[config.mk]
export PLATFORM = sky130hd
export DESIGN_NAME = alu_sequencer
export DESIGN_NICKNAME = d
export VERILOG_FILES = /design/src/rtl/alu_sequencer.sv
export SDC_FILE = /design/constraint.sdc
export NUM_CORES = 1
export LEC_CHECK = 0
export CAP_MARGIN = 5
export CELL_PAD_IN_SITES_DETAIL_PLACEMENT = 0
export CELL_PAD_IN_SITES_GLOBAL_PLACEMENT = 1
export CORE_ASPECT_RATIO = 1.2
export CORE_MARGIN = 10
export CORE_UTILIZATION = 30
export CTS_CLUSTER_DIAMETER = 120
export DETAILED_ROUTE_END_ITERATION = 6
export DONT_BUFFER_PORTS = 1
export PLACE_DENSITY_LB_ADDON = 0.05
export SLEW_MARGIN = 25
export SYNTH_ARGS = -nofsm -noshare
export SYNTH_HDL_FRONTEND = slang
export SYNTH_SLANG_ARGS = --single-unit
export TNS_END_PERCENT = 20
[constraint.sdc]
create_clock -name clk -period 2 [get_ports clk]
set_input_delay 0.2 -clock clk [delete_from_list [all_inputs] [get_ports clk]]
set_output_delay 0.2 -clock clk [all_outputs]
set_load 0.02 [all_outputs]
[src/rtl/alu_sequencer.sv]
// Operand/write-back stage around the SAP-1 adder/subtractor.
// Holds A and B, sequences ADD/SUB over IDLE -> EXEC -> DONE.
module alu_sequencer #(
    parameter int WIDTH = 8
) (
    input  logic             clk,
    input  logic             rst,
    input  logic             cmd_valid,
    output logic             cmd_ready,
    input  logic [2:0]       cmd_op,
    input  logic [WIDTH-1:0] cmd_data,
    output logic [WIDTH-1:0] alu_a,
    output logic [WIDTH-1:0] alu_b,
    output logic             alu_cb,
    input  logic [WIDTH-1:0] alu_s,
    input  logic             alu_cout,
    output logic [WIDTH-1:0] acc,
    output logic             flag_c,
    output logic             flag_z,
    output logic             op_done,
    output logic             out_valid,
    output logic [WIDTH-1:0] out_data
);

    typedef enum logic [1:0] {
        IDLE,
        EXEC,
        DONE
    } state_t;

    localparam logic [2:0] OP_LDA  = 3'd1;
    localparam logic [2:0] OP_LDB  = 3'd2;
    localparam logic [2:0] OP_ADD  = 3'd3;
    localparam logic [2:0] OP_SUB  = 3'd4;
    localparam logic [2:0] OP_OUT  = 3'd5;
    localparam logic [2:0] OP_CLRF = 3'd6;

    state_t           state_q, state_d;
    logic [WIDTH-1:0] acc_q, acc_d;
    logic [WIDTH-1:0] breg_q, breg_d;
    logic [WIDTH-1:0] out_data_q, out_data_d;
    logic             out_valid_q, out_valid_d;
    logic             flag_c_q, flag_c_d;
    logic             flag_z_q, flag_z_d;
    logic             sub_q, sub_d;
    logic             accept;

    assign accept = cmd_valid && (state_q == IDLE);

    always_ff @(posedge clk or posedge rst) begin
        if (rst) begin
            state_q     <= IDLE;
            acc_q       <= '0;
            breg_q      <= '0;
            out_data_q  <= '0;
            out_valid_q <= 1'b0;
            flag_c_q    <= 1'b0;
            flag_z_q    <= 1'b0;
            sub_q       <= 1'b0;
        end else begin
            state_q     <= state_d;
            acc_q       <= acc_d;
            breg_q      <= breg_d;
            out_data_q  <= out_data_d;
            out_valid_q <= out_valid_d;
            flag_c_q    <= flag_c_d;
            flag_z_q    <= flag_z_d;
            sub_q       <= sub_d;
        end
    end

    always_comb begin
        state_d     = state_q;
        acc_d       = acc_q;
        breg_d      = breg_q;
        out_data_d  = out_data_q;
        out_valid_d = 1'b0;
        flag_c_d    = flag_c_q;
        flag_z_d    = flag_z_q;
        sub_d       = sub_q;
        unique case (state_q)
            IDLE: begin
                if (accept) begin
                    case (cmd_op)
                        OP_LDA: acc_d = cmd_data;
                        OP_LDB: breg_d = cmd_data;
                        OP_ADD: begin
                            sub_d   = 1'b0;
                            state_d = EXEC;
                        end
                        OP_SUB: begin
                            sub_d   = 1'b1;
                            state_d = EXEC;
                        end
                        OP_OUT: begin
                            out_data_d  = acc_q;
                            out_valid_d = 1'b1;
                        end
                        OP_CLRF: begin
                            flag_c_d = 1'b0;
                            flag_z_d = 1'b0;
                        end
                        default: ;
                    endcase
                end
            end
            EXEC: begin
                acc_d    = alu_s;
                flag_c_d = alu_cout;
                flag_z_d = (alu_s == '0);
                state_d  = DONE;
            end
            DONE: state_d = IDLE;
            default: state_d = IDLE;
        endcase
    end

    // Handshake and adder control decode from state alone.
    assign cmd_ready = (state_q == IDLE);
    assign alu_cb    = (state_q == EXEC) && sub_q;
    assign op_done   = (state_q == DONE);

    assign alu_a     = acc_q;
    assign alu_b     = breg_q;
    assign acc       = acc_q;
    assign flag_c    = flag_c_q;
    assign flag_z    = flag_z_q;
    assign out_valid = out_valid_q;
    assign out_data  = out_data_q;

endmodule

==> impl_metrics.tcl, run 1 <==
set metrics [dict create \
    critPathKind "flip-flop to flip-flop" \
    synth_area_per_cell_sq_um 12.1 \
    drtPass1Iterations 4 \
    post_drt_wl_per_cell_um 22.2 \
    path_delay_family "simple AND/OR/NAND/NOR gates" \
    timing.final.hold_violations 0 \
    post_cts_resize_count 0 \
    p_per_area_nw_per_um2 1270 \
    synth.cell_area_sq_um 1430 \
    synthMuxAreaShare_pct 14.7 \
    place_congestion 0.674 \
    cts_sinks 30 \
    clk_latency_ns 0.28 \
    synthTopCellsByArea "dfrtp_1, mux2_4, mux2_2" \
    crit_chain "or3b_4 -> or4_1 -> buf_4 -> mux2_4" \
    hold_path.class "primary input to flip-flop" \
    cp_data_required_time_ns 2.16 \
    rows 27 \
    dr_total_vias 929 \
    clockBufferDepth 2 \
    cts_buffers 5 \
    drt_iter0_markers 39 \
    yosysUniqueCellTypes 29 \
    cts_hold_buf 1 \
    num_antenna_cells 0 \
    fin_tns_setup_ns 0 \
    cp-start-kind "flip-flop" \
    grt_usage_pct 10.1 \
    grt_max_degree 31 \
    grt_pass1_vias 1016 \
    drive_gt1_share_pct 28.3 \
    fmax_mhz 548 \
    synth_top_area_cell "dfrtp_1" \
    period_minus_slack_ns 1.82 \
    root_buffer "clkbuf_8" \
    cts_tree "built" \
    synthCells 118 \
    p_leak_nw 0.702 \
    portBuffers 0 \
    synthAdderAreaFrac_pct 0 \
    antenna_found_initial 0 \
    dp.final_hpwl_um 3000 \
    syn-num-nets 141 \
    drc 0 \
    yosysSeqAreaShare_pct 52.4 \
    initial_core_util_pct 31.2 \
    num-nets-final 143 \
    finClkSkew_ns 0.0100 \
    slowest_stage "or3b_4" \
    core_sq_um 4590 \
    synth_warnings 0 \
    ant_nets 0 \
    maxCapViolations 0 \
    tightest_slew_ns 0.534 \
    die_area_sq_um 7950 \
    max_stage_delay_ns 0.43 \
    crit_buf_inv 1 \
    die_w_um 83.1 \
    synth_top_family_by_area "simple AND/OR/NAND/NOR gates" \
    gr-total-overflow 0 \
    cts_max_level 2 \
    worst_ir_drop_vdd_v 0.000559 \
    layout.cells.non_filler 178 \
    synth-simple-area-share_pct 18.6 \
    dpl.cell_count 170 \
    ys_ff_latch 30 \
    hold_slack_ns 0.0661 \
    slew_headroom_pct 64.3 \
    r2r_slack_ns 0.18 \
    yosysTopAreaCellShare_pct 52.4 \
    io_pins 61 \
    status "complete, no violations" \
    grt_pass1_wl_um 6160 \
    via_per_inst 5.22 \
    cp.arrival_ns 1.99 \
    cp-end-kind "flip-flop" \
    rsz0062_at_grt "no" \
    cp_max_fo 8 \
    setup_viol 0 \
    clk_pin_slew_ns 0.06 \
    slew_violations 0 \
    fp.dieH_um 95.7 \
    wirelength_um 3940 \
    synthXorXnorAreaFrac_pct 0 \
    syn_to_final_growth_pct 9.17 \
    synth_compound_area_share_pct 7.25 \
    layout_worst_path_cycle_share_pct 91.2 \
    cts_setup_buffers 0 \
]
==> cells in the final DEF (no fill, tap or decap), types with 3 or more instances in the layout <==
cell	synthesis	final
a22oi_1	8	8
buf_4	8	8
mux2_2	8	8
clkbuf_8	0	5
dfrtp_1	30	30
inv_1	3	3
nand3_1	17	17
nand3b_1	8	8
mux2_4	8	8
==> logic make-up after synthesis <==
group | count (synthesis)
simple gates | 41
flops | 30
buf+inv | 17
mux | 16
compound gates | 14
==> final timing paths <==
path | start | endpoint | cells past startpoint
worst min-delay path | cmd_data[3] | alu_b[3] | 1
worst max register to register | state_q[1] | alu_b[1] | 4
worst max-delay path | state_q[1] | alu_b[1] | 4
worst min register to register | sub_q | sub_q | 2
max in group asynchronous | rst | state_q[0] | 3
min in group asynchronous | rst | out_data[1] | 3
==> synth_stat cells <==
cell type   n
a21oi_1     1
a22o_1      1
a22oi_1     8
a32o_1      1
and2_1      1
and4b_1     1
buf_4       8
buf_6       1
clkbuf_1    5
dfrtp_1    30
inv_1       3
mux2_2      8
mux2_4      8
nand2_1     2
nand2b_1    1
nand3_1    17
nand3b_1    8
nand4bb_1   1
nor2_1      1
nor2b_1     2
nor3_4      1
nor4_1      2
nor4bb_1    1
o211ai_1    1
o21ai_0     1
o21bai_1    1
or2_2       1
or3b_4      1
or4_1       1
==> cell type report <==
class                   count  area [sq um]
multi-input cells          71           581
clock inverters             2          10.0
fillers                   489          3030
repair buffers              9          70.1
flip-flops and latches     30           751
well taps                  58          72.6
clock buffers               5          68.8
inverters                   3          11.3
==> per-layer routing <==
| metal | vias up | global-route usage (%) | routed length, um |
|---|---|---|---|
| li1 | 426 | - | - |
| met1 | 460 | 11.1 | 1470 |
| met2 | 36 | 15.9 | 1920 |
| met3 | 7 | 5.16 | 467 |
| met4 | 0 | 4.69 | 82 |
| met5 | - | 0 | 0 |
==> flip-flops by register name (all words and copies together) (netlist names) <==
| signal | flops |
|---|---|
| out_data | 8 |
| state_q | 2 |
| flag_c | 1 |
| alu_b | 8 |
| out_valid | 1 |
| flag_z | 1 |
| sub_q | 1 |
| acc | 8 |
==> worst reg2reg max path, stage by stage, from the launching register on <==
cell,delay (ns)
dfrtp_1,0.37
or3b_4,0.43
or4_1,0.40
buf_4,0.20
mux2_4,0.30
==> power by group <==
part / total [mW] / switching (mW) / internal (mW)
logic: 0.278 / 0.105 / 0.173
clock network: 0.455 / 0.222 / 0.233
registers: 1.25 / 0.465 / 0.782
==> through the flow <==
stage                     utilization (%)  area, sq um  power [mW]  setup slack, ns
final                                34.0         1560        1.98            0.175
after global routing                 34.0         1560        2.12           0.0829
after detailed placement             32.1         1480        1.55            0.180
after CTS                            34.0         1560        2.03            0.168
after global placement               32.1         1480        1.54            0.188
after floorplan                         -         1430        1.52            0.201
Power figures use the tool's default switching activity.
==> run 2, diff against run 1 <==
- PLACE_DENSITY_LB_ADDON: 0.05 -> 0.1
- SLEW_MARGIN: 25 -> 20
==> run 2 against run 1 <==
- clock-buffer cell count up 2
- register-to-register slack hardly changed
- clock power increased by 12%
- worst setup slack worse by 0.0092 ns
- sequential power about the same
- total power rose by 2.5%
- worst hold slack got worse by 0.0063 ns
- via count increased by 0.86%
- sequential share of layout area down 0.61 points
- routed wire length is 2.6% lower
- critical path depth unchanged
- critical endpoint is now alu_b[7]
- largest power group unchanged
==> impl_metrics.tcl, run 2 (synthesis gave the netlist of run 1 again) <==
set metrics [dict create \
    cp-end-kind "flip-flop" \
    grt_max_degree 31 \
    tightest_slew_ns 0.505 \
    dpl.cell_count 171 \
    slew_headroom_pct 66.2 \
    fill_cells 499 \
    fmax_mhz 545 \
    final_cell_mix "dfrtp_1, nand3_1, buf_4" \
    num-nets-final 144 \
    drive_gt1_share_pct 28.7 \
    post_drt_wl_per_cell_um 21.3 \
    cts_sinks 30 \
    timing.final.ws_setup_ns 0.166 \
    clk_latency_ns 0.28 \
    wirelength_um 3840 \
    clockBufferDepth 2 \
    fin_area_sq_um 1580 \
    maxCapViolations 0 \
    final_util_pct 34.5 \
    cts_buffers 5 \
    cts_tree "built" \
    place_congestion 0.756 \
    place_ws_ns 0.162 \
    drc 0 \
    gr-total-overflow 0 \
    crit_chain "or3b_4 -> or4_1 -> buf_4 -> mux2_4" \
    drtPass1Iterations 4 \
    p_per_area_nw_per_um2 1280 \
    antenna_found_initial 0 \
    p_leak_nw 0.712 \
    period_minus_slack_ns 1.83 \
    fin_tns_setup_ns 0 \
    root_buffer "clkbuf_8" \
    layout_commonest_cell "dfrtp_1" \
    layout_worst_path_cycle_share_pct 91.7 \
    portBuffers 0 \
    placedInstanceArea_sq_um 1480 \
    reg2reg_from "state_q[1]" \
    fp.dieH_um 95.7 \
    cp-start-kind "flip-flop" \
    num_antenna_cells 0 \
    hold_slack_ns 0.0598 \
    worst_ir_drop_vdd_v 0.000490 \
    rows 27 \
    r2r_cells 4 \
    dr_total_vias 937 \
    die_area_sq_um 7950 \
    grt_pass1_wl_um 6100 \
    layout.cells.non_filler 180 \
    grt_pass1_vias 1018 \
    syn_to_final_growth_pct 10.6 \
    cp_max_fo 8 \
    whs_path_depth 1 \
    finClkSkew_ns 0.00492 \
    cp_data_required_time_ns 2.17 \
    r2r_slack_ns 0.17 \
    cp.arrival_ns 2.00 \
    r2r_end "alu_b[7]" \
    dp.final_hpwl_um 2970 \
    via_per_inst 5.21 \
    initial_core_util_pct 31.2 \
    status "complete, no violations" \
    slowest_stage "or3b_4" \
    rsz0062_at_grt "no" \
    core_sq_um 4590 \
    drt_iter0_markers 55 \
    die_w_um 83.1 \
    hold_end "flag_c" \
    max_stage_delay_ns 0.44 \
    timing.final.hold_violations 0 \
    min-delay-start "alu_cout" \
    critPathKind "flip-flop to flip-flop" \
    setup_viol 0 \
    grt_usage_pct 10.1 \
    p_total_mw 2.03 \
    io_pins 61 \
    clk_pin_slew_ns 0.07 \
    ant_nets 0 \
    cts_max_level 2 \
    slew_violations 0 \
    cts_setup_buffers 0 \
    hold_path.class "primary input to flip-flop" \
]
## run 2: cell count changes in the layout (fill, tap and decap cells not counted), sizes merged
cell,change
clkbuf,+2
clkinv,-1
buf,+1
## run 2: per-layer routing
| layer | share of wire, % | track usage [%] | up-vias |
|---|---|---|---|
| li1 | - | - | 429 |
| met4 | 1.8 | 4.69 | 0 |
| met1 | 37 | 10.2 | 469 |
| met5 | 0 | 0 | - |
| met2 | 50 | 16.7 | 33 |
| met3 | 11 | 5.92 | 6 |
## run 2: layout make-up
type | count | area [sq um] | share of cell area, %
clock buffers | 7 | 86.3 | 5.45
flip-flops and latches | 30 | 751 | 47.4
repair buffers | 10 | 77.6 | 4.90
multi-input cells | 71 | 581 | 36.7
clock inverters | 1 | 5.00 | 0.316
inverters | 3 | 11.3 | 0.711
well taps | 58 | 72.6 | 4.58
## run 2: worst max path at each step
stage	from	to	slack, ns
2_1_floorplan	state_q[1]	alu_b[0]	0.20
3_3_place_gp	state_q[1]	alu_b[5]	0.18
3_5_place_dp	state_q[1]	alu_b[3]	0.16
4_1_cts	state_q[1]	alu_b[6]	0.16
5_1_grt	state_q[1]	alu_b[6]	0.09
6_report	state_q[1]	alu_b[7]	0.17
## run 2: power by group
group / total (mW) / leakage (nW) / switching [mW] / internal [mW]
combinational: 0.278 / 0.294 / 0.104 / 0.174
sequential: 1.25 / 0.369 / 0.463 / 0.782
clock: 0.508 / 0.0482 / 0.231 / 0.277
## run 2: worst max-delay path, delay by kind of cell, from the launching register on
family / cells / cell delay, ns
buffers and inverters: 1 / 0.20
flip-flops: 1 / 0.38
AND/OR/NAND/NOR: 2 / 0.84
multiplexers: 1 / 0.30
## run 2: timing repair
item                                   in CTS  in global routing
endpoints found under the hold margin      30                  0
hold buffers                                1                  0
gates resized for setup                     0                  0
==> run 3, diff against run 2 <==
- SKIP_LAST_GASP: unset -> 1
- clock period: 2 -> 1.8 ns (I/O delays scaled with it)
==> run 3 against run 2 <==
- the run now ends with negative setup slack left
- critical endpoint is now alu_b[2]
- highest routed layer unchanged
- total power grew 12%
- via count grew 3.0%
- clock-buffer cell count is the same
- combinational power is 19% higher
- non-clock buffer count increased by 5
==> impl_metrics.tcl, run 3 (synthesis gave the netlist of run 1 again) <==
set metrics [dict create \
    finClkSkew_ns 0.00993 \
    p_per_area_nw_per_um2 1380 \
    layout_worst_path_cycle_share_pct 100 \
    hold_slack_ns 0.0413 \
    cp-start-kind "flip-flop" \
    rsz0062_at_grt "yes" \
    rows 27 \
    initial_core_util_pct 31.2 \
    num-nets-final 149 \
    fmax_mhz 555 \
    fin_tns_setup_ns -0.00587 \
    final_util_pct 35.7 \
    fill_cells 495 \
    wirelength_um 3920 \
    cts_tree "built" \
    cts_sinks 30 \
    dp.final_hpwl_um 3040 \
    cts_max_level 2 \
    portBuffers 0 \
    grt_usage_pct 10.1 \
    place_ws_ns -0.0123 \
    maxCapViolations 0 \
    drc 0 \
    cts_buffers 5 \
    place_congestion 0.738 \
    cp_max_fo 8 \
    grt_pass1_wl_um 6180 \
    placedInstanceArea_sq_um 1500 \
    layout.cells.non_filler 185 \
    clk_pin_slew_ns 0.07 \
    antenna_found_initial 0 \
    worst_ir_drop_vdd_v 0.000467 \
    grt_max_degree 31 \
    syn_to_final_growth_pct 14.5 \
    period_minus_slack_ns 1.80 \
    slew_violations 0 \
    drtPass1Iterations 4 \
    p_leak_nw 0.744 \
    post_drt_wl_per_cell_um 21.2 \
    cp_data_required_time_ns 1.96 \
    fp.dieH_um 95.7 \
    layout_commonest_cell "dfrtp_1" \
    fin_area_sq_um 1640 \
    tightest_slew_ns 0.473 \
    drt_iter0_markers 39 \
    drive_gt1_share_pct 31.5 \
    die_w_um 83.1 \
    dpl.cell_count 173 \
    dr_total_vias 965 \
    via_per_inst 5.22 \
    die_area_sq_um 7950 \
    core_sq_um 4590 \
    io_pins 61 \
    hold_path.class "primary input to flip-flop" \
    final_cell_mix "dfrtp_1, nand3_1, buf_4, mux2_4" \
    slew_headroom_pct 68.5 \
    cp-end-kind "flip-flop" \
    num_antenna_cells 0 \
    gr-total-overflow 0 \
    root_buffer "clkbuf_8" \
    cp.arrival_ns 1.96 \
    ant_nets 0 \
    timing.final.ws_setup_ns -0.00313 \
    p_total_mw 2.27 \
    status "finished, violations left" \
    setup_viol 4 \
    violations "negative setup slack" \
    critPathKind "flip-flop to flip-flop" \
    grt_pass1_vias 1033 \
    clockBufferDepth 2 \
    timing.final.hold_violations 0 \
    clk_latency_ns 0.28 \
]
run 3: power breakdown:
part           switching (mW)  internal, mW
Clock                   0.244         0.308
Sequential              0.518         0.869
Combinational           0.120         0.211
run 3: cell type report:
class                   count  area [sq um]  share of cell area [%]
clock buffers               7          86.3                    5.26
clock inverters             1          5.00                   0.305
flip-flops and latches     30           751                    45.8
multi-input cells          71           584                    35.6
inverters                   3          11.3                   0.687
well taps                  58          72.6                    4.42
repair buffers             15           130                    7.93
run 3: what timing repair did:
item | in CTS | in global routing
pin swaps | 0 | 2
gates resized for setup | 1 | 4
endpoints found under the hold margin | 30 | 0
hold buffers | 1 | 0
endpoints found under the setup margin | 8 | 16
buffers inserted | 0 | 3
run 3: critical path, stage by stage, from the launching register on:
cell and delay [ns]:
dfrtp_1 0.38, or3b_4 0.40, or4_1 0.43, buf_6 0.17, mux2_4 0.30
run 3: path summary, 6_finish.rpt:
check	from	endpoint	slack [ns]	cells past startpoint
setup / recovery	state_q[0]	alu_b[2]	-0.003	4
hold / removal	cmd_data[0]	alu_b[0]	0.04	1
setup reg to reg	state_q[0]	alu_b[2]	-0.003	4
hold reg to reg	sub_q	sub_q	0.53	2
max in group asynchronous	rst	out_data[1]	1.09	3
min in group asynchronous	rst	acc[3]	0.42	3
run 3: layer usage:
metal / GRT usage, % / routed length (um) / up-vias
met1: 10.6 / 1450 / 484
li1: - / - / 438
met4: 4.69 / 69 / 0
met2: 16.7 / 1980 / 37
met3: 5.49 / 421 / 6
met5: 0 / 0 / -
